===== src/rtl/fetch_stage.sv =====
// ---------------------------------------------------------------------------
// fetch_stage
//   Instruction-fetch stage and IF/ID pipeline register of the mini-MIPS core.
//   Holds the PC, issues one instruction-memory request at a time over a
//   req/valid handshake, captures the returned instruction into IF/ID and
//   presents its opcode to the main control decoder. Hazard stalls hold IF/ID;
//   a taken branch from execute flushes IF/ID and redirects fetch.
//
// Ports
//   clk            in   rising-edge clock for all state
//   reset          in   synchronous, active-high
//   imem_req       out  one-cycle request pulse (registered)
//   imem_addr      out  request address, stable while a request is outstanding
//   imem_valid     in   response strobe, exactly once per request
//   imem_rdata     in   instruction data, used only with imem_valid
//   stall          in   hazard unit: IF/ID holds this cycle
//   branch_taken   in   execute stage: flush IF/ID, fetch from branch_target
//   branch_target  in   redirect address
//   if_id_instr    out  registered instruction
//   if_id_pc1      out  registered PC+1 of that instruction
//   if_id_valid    out  IF/ID holds a real instruction
//   op             out  opcode for the decoder, 4'b1111 (bubble) when invalid
// ---------------------------------------------------------------------------
module fetch_stage #(
    parameter int unsigned     PC_W     = 8,
    parameter logic [PC_W-1:0] RESET_PC = '0,
    parameter int unsigned     INSTR_W  = 16
) (
    input  logic               clk,
    input  logic               reset,
    output logic               imem_req,
    output logic [PC_W-1:0]    imem_addr,
    input  logic               imem_valid,
    input  logic [INSTR_W-1:0] imem_rdata,
    input  logic               stall,
    input  logic               branch_taken,
    input  logic [PC_W-1:0]    branch_target,
    output logic [INSTR_W-1:0] if_id_instr,
    output logic [PC_W-1:0]    if_id_pc1,
    output logic               if_id_valid,
    output logic [3:0]         op
);

    typedef enum logic [1:0] {
        S_REQ  = 2'd0,   // present a request
        S_WAIT = 2'd1,   // request outstanding
        S_HOLD = 2'd2    // response buffered behind a stall
    } state_t;

    state_t             r_state, w_state_next;
    logic [PC_W-1:0]    r_pc, w_pc_next, w_pc1;
    logic [PC_W-1:0]    r_addr;
    logic               r_req;
    logic               r_discard, w_discard_next;
    logic [INSTR_W-1:0] r_buf_instr;
    logic [PC_W-1:0]    r_buf_pc1;
    logic [INSTR_W-1:0] r_if_id_instr;
    logic [PC_W-1:0]    r_if_id_pc1;
    logic               r_if_id_valid;
    logic               w_resp, w_keep;
    logic               w_load_mem, w_to_buf, w_load_buf;

    // PC arithmetic wraps modulo 2^PC_W by construction of the width.
    assign w_pc1  = r_pc + 1'b1;
    assign w_resp = (r_state == S_WAIT) && imem_valid;
    // A response is kept only if no redirect happened during its lifetime.
    assign w_keep = w_resp && !r_discard && !branch_taken;

    // ---------------- state register ----------------
    // NOTE: sequential state uses non-blocking assignments so every register
    // samples pre-edge values and simulation order cannot change the result.
    always_ff @(posedge clk) begin
        if (reset) r_state <= S_REQ;
        else       r_state <= w_state_next;
    end

    // ---------------- next-state logic ----------------
    // NOTE: every signal written here gets a default first, so no path leaves
    // it unassigned and no latch is inferred.
    always_comb begin
        w_state_next   = r_state;
        w_pc_next      = r_pc;
        w_discard_next = r_discard;
        case (r_state)
            S_REQ: begin
                // r_req is low only in the first cycle after reset; no request
                // goes out then, so stay and present it next cycle.
                if (r_req) begin
                    w_state_next = S_WAIT;
                    if (branch_taken) w_discard_next = 1'b1;
                end
            end
            S_WAIT: begin
                if (imem_valid) begin
                    w_discard_next = 1'b0;
                    if (!w_keep || !stall) w_state_next = S_REQ;
                    else                   w_state_next = S_HOLD;
                end else if (branch_taken) begin
                    w_discard_next = 1'b1;
                end
            end
            S_HOLD: begin
                if (branch_taken || !stall) w_state_next = S_REQ;
            end
            default: w_state_next = S_REQ;
        endcase
        if (branch_taken) w_pc_next = branch_target;
        else if (w_keep)  w_pc_next = w_pc1;
    end

    // ---------------- output / datapath-control decode ----------------
    always_comb begin
        w_load_mem = w_keep && !stall;
        w_to_buf   = w_keep && stall;
        w_load_buf = (r_state == S_HOLD) && !branch_taken && !stall;
        op         = r_if_id_valid ? r_if_id_instr[15:12] : 4'b1111;
    end

    // PC, request and discard registers. imem_req/imem_addr are registered
    // from the next state so no input reaches them combinationally.
    always_ff @(posedge clk) begin
        if (reset) begin
            r_pc      <= RESET_PC;
            r_addr    <= RESET_PC;
            r_req     <= 1'b0;
            r_discard <= 1'b0;
        end else begin
            r_pc      <= w_pc_next;
            r_discard <= w_discard_next;
            r_req     <= (w_state_next == S_REQ);
            // The address only moves when a new request is about to go out,
            // so it stays put for the whole of WAIT and HOLD.
            if (w_state_next == S_REQ) r_addr <= w_pc_next;
        end
    end

    // NOTE: the hold buffer has no reset; it is read only in HOLD, which is
    // entered only in the same edge that writes it.
    always_ff @(posedge clk) begin
        if (w_to_buf) begin
            r_buf_instr <= imem_rdata;
            r_buf_pc1   <= w_pc1;
        end
    end

    // IF/ID register: reset > branch flush > stall hold > load or bubble.
    always_ff @(posedge clk) begin
        if (reset) begin
            r_if_id_instr <= '0;
            r_if_id_pc1   <= '0;
            r_if_id_valid <= 1'b0;
        end else if (branch_taken) begin
            r_if_id_valid <= 1'b0;
        end else if (!stall) begin
            if (w_load_mem) begin
                r_if_id_instr <= imem_rdata;
                r_if_id_pc1   <= w_pc1;
                r_if_id_valid <= 1'b1;
            end else if (w_load_buf) begin
                r_if_id_instr <= r_buf_instr;
                r_if_id_pc1   <= r_buf_pc1;
                r_if_id_valid <= 1'b1;
            end else begin
                r_if_id_valid <= 1'b0;
            end
        end
    end

    assign imem_req    = r_req;
    assign imem_addr   = r_addr;
    assign if_id_instr = r_if_id_instr;
    assign if_id_pc1   = r_if_id_pc1;
    assign if_id_valid = r_if_id_valid;

endmodule


===== config.mk =====
export PLATFORM = sky130hd
export DESIGN_NAME = fetch_stage
export DESIGN_NICKNAME = d
export VERILOG_FILES = /design/src/rtl/fetch_stage.sv
export SDC_FILE = /design/constraint.sdc
export NUM_CORES = 1
export LEC_CHECK = 0
export ABC_AREA = 1
export ABC_CLOCK_PERIOD_IN_PS = 2200
export BUFFER_PORTS_ARGS = -buffer_cell sky130_fd_sc_hd__buf_4
export CORE_ASPECT_RATIO = 1.1
export CORE_UTILIZATION = 54
export CTS_CLUSTER_SIZE = 10
export DETAILED_ROUTE_END_ITERATION = 12
export PLACE_DENSITY = 0.79
export SETUP_SLACK_MARGIN = 0.02
export SLEW_MARGIN = 10
export SYNTH_ARGS = -nofsm -noshare
export SYNTH_HDL_FRONTEND = slang
export SYNTH_SLANG_ARGS = --single-unit

===== constraint.sdc =====
create_clock -name clk -period 2.2 [get_ports clk]
set_input_delay 0.55 -clock clk [delete_from_list [all_inputs] [get_ports clk]]
set_output_delay 0.55 -clock clk [all_outputs]
set_load 0.01 [all_outputs]

==> results_dict.tcl <==
set metrics [dict create \
    outcome "finished, final reports clean" \
    coreArea_mm2 0.00540 \
    insertion_delay_ps 340 \
    die_w_um 73.6 \
    grtUsageMet1 0.272 \
    fmax_mhz 577 \
    critPathSlowestCell "dfxtp_1" \
    tns_ps 0 \
    clock_sinks 69 \
    rows 28 \
    grt_pass1_wl_um 10500 \
    routabilityCongestion 0.849 \
    clock-root-buffer "clkbuf_8" \
    hold_path_depth 1 \
    dieHeight_um 80.8 \
    yosysUniqueCellTypes 27 \
    first_global_vias 2443 \
    hold_path_class "in2reg" \
    first_iter_violations 133 \
    layout_min_cycle_time_ps 1730 \
    cts_max_level 3 \
    rsz0062_at_grt "false" \
    p_total_mw 2.84 \
    synthSimpleGateAreaFrac 0.311 \
    reg2reg_to "if_id_instr[6]" \
    path_cells "inv_1 > or2_2 > buf_4" \
    grt_antenna_before_repair 0 \
    grt_max_degree 37 \
    cp.arrival_ps 1180 \
    reg2reg_slack_ps 680 \
    leakage_nw 1.76 \
    synthMuxAreaShare 0 \
    clock_path_buffers 2 \
    ios 67 \
    cts_tree "built" \
    yosys_register_bits 69 \
    setup_viol 0 \
    fin_crit_sh 0.788 \
    vdd_ir_drop_max_v 0.000620 \
    hold_viol 0 \
    worstHoldStart "imem_rdata[10]" \
    yosysWarningCount 0 \
    maxSlewViolCount 0 \
    areaGrowthSynthToFinish_pct 24.0 \
    drc 0 \
    setup.worst_path.start_class "flip-flop" \
    cts_resized 0 \
    critical_path.max_fanout 5 \
    gr-usage-met3 0.0521 \
    r2r_start "r_state[1]" \
    final_nets 480 \
    synth_fa_ha_area_frac 0.00411 \
    synth_top_family_by_area "simple AND/OR/NAND/NOR gates" \
    syn-num-nets 415 \
    drt_pass1_iterations 4 \
    synth-edff-count 24 \
    cp-end-kind "primary output" \
    start_util 0.565 \
    clkTransAtPathRegs_ps 70 \
    skew_ps 5.30 \
    yosysSeqAreaShare 0.532 \
    cp.required_ps 1650 \
    via_count 2616 \
    antenna-diode-count 0 \
    post_cts_buffers 0 \
    overflow 0 \
    crit_buf_inv 2 \
    grt_busiest_layer "met2" \
    drive_above_1_share 0.222 \
    netlist_area_mm2 0.00305 \
    maxCapViolations 0 \
    worstSetupPathType "reg2out" \
    hpwl_um 4390 \
    relSlewSlack 0.756 \
    cts_made_buffers 9 \
    fill_cells 465 \
    dieArea_mm2 0.00595 \
    critPathTopFamily "flip-flops" \
    holdBufCountCts 0 \
    syn_avg_cell_area_um2 7.92 \
    cpPeakStageDelay_ps 330 \
    synthXorXnorAreaFrac 0.00287 \
    wirelength_um 6280 \
    worst_slew_pin_slew_ps 365 \
    wl_per_cell_um 11.8 \
    via_per_inst 4.94 \
    syn_inst 385 \
    hold_end "r_buf_instr[10]" \
    ys.flop_type "dfxtp_1" \
    portBuffers 66 \
    worstRegToRegCells 9 \
    grt_use_total 0.236 \
    grt_util_met2 0.414 \
    final_antenna_net_count 0 \
    synth-compound-area-share 0.0727 \
    async_flop_share 0 \
    p_per_area_mw_per_mm2 751 \
]
[metrics by stage]
stage / cell area [um^2] / hold WS [ps] / instances / util / worst slack, ps
after floorplan: 3050 / 469 / 385 / - / 215
after global placement: 3560 / 477 / 514 / 0.660 / 293
after detailed placement: 3560 / 484 / 514 / 0.660 / 228
after CTS: 3780 / 384 / 530 / 0.700 / 435
after global routing: 3780 / 382 / 530 / 0.700 / 387
final: 3780 / 393 / 530 / 0.700 / 466
[how the worst max path moves through the flow]
stage | start | end | slack, ps | cells after the start
after floorplan | branch_taken | r_buf_instr[0] | 210 | 7
after global placement | branch_taken | if_id_instr[7] | 290 | 9
after detailed placement | branch_taken | if_id_instr[6] | 230 | 10
after CTS | if_id_valid | op[2] | 430 | 3
after global routing | branch_taken | if_id_pc1[3] | 390 | 10
final | if_id_valid | op[2] | 470 | 3
[kinds of logic (layout without fill, tap and decap cells)]
family                   after synthesis  count (layout)
adder cells (fa/ha/maj)                1               1
AO/OA/AOI/OAI                         43              43
XOR/XNOR                               1               1
AND/OR/NAND/NOR                      225             225
flip-flops                            69              69
buffers and inverters                 46             116
[cell usage after synthesis, types with 2 or more instances]
cell type | instances | share of area
buf_2 | 3 | 0.0049
clkbuf_1 | 5 | 0.0062
nand3_1 | 20 | 0.033
dfxtp_1 | 45 | 0.30
nor2_1 | 67 | 0.083
inv_2 | 3 | 0.0037
inv_1 | 25 | 0.031
a31oi_1 | 3 | 0.0062
nand4_1 | 2 | 0.0041
edfxtp_1 | 24 | 0.24
a21oi_1 | 8 | 0.013
o21ai_0 | 31 | 0.051
nand2_4 | 3 | 0.011
or2_2 | 4 | 0.0082
buf_6 | 6 | 0.022
nand2_1 | 123 | 0.15
buf_4 | 3 | 0.0074
[final cells by class]
type / instances / area [um^2] / share of cell area
clock buffers: 11 / 141 / 0.0374
clock inverters: 5 / 73.8 / 0.0195
inverters: 29 / 111 / 0.0295
multi-input cells: 270 / 1190 / 0.315
flip-flops and latches: 69 / 1620 / 0.429
well taps: 75 / 93.8 / 0.0248
repair buffers: 71 / 546 / 0.144
[power by group]
| part | total [mW] | switching (mW) | internal (mW) |
|---|---|---|---|
| registers | 1.41 | 0.0337 | 1.37 |
| logic | 0.319 | 0.179 | 0.140 |
| clock network | 1.11 | 0.450 | 0.662 |
[metal layers]
layer	vias up	part of all wire
met3	9	0.077
li1	1353	-
met5	-	0
met1	1153	0.42
met2	101	0.49
met4	0	0.019
[worst reg2reg max path, delay by kind of cell, from the launching register on]
family        cells  cell delay, ps
buf+inv           2             390
simple gates      7             720
flops             1             350
[registers in the layout, indices dropped and copies added (netlist names)]
| name | flops |
|---|---|
| r_buf_pc1 | 8 |
| imem_req | 1 |
| r_state | 2 |
| r_buf_instr | 16 |
| r_pc | 8 |
| if_id_pc1 | 8 |
| imem_addr | 8 |
| if_id_instr | 16 |
| if_id_valid | 1 |
| r_discard | 1 |
[layout by cell type, fill, tap and decap left out, types with 3 or more instances in the layout]
master    instances
nand2_1         123
a21oi_1           8
dfxtp_1          45
buf_4            70
edfxtp_1         24
inv_2             3
o21ai_0          31
inv_1            25
or2_2             4
nor2_1           67
nand2_4           3
clkbuf_8         10
nand3_1          20
a31oi_1           3
Note: power is estimated with default switching activity, not from simulation.
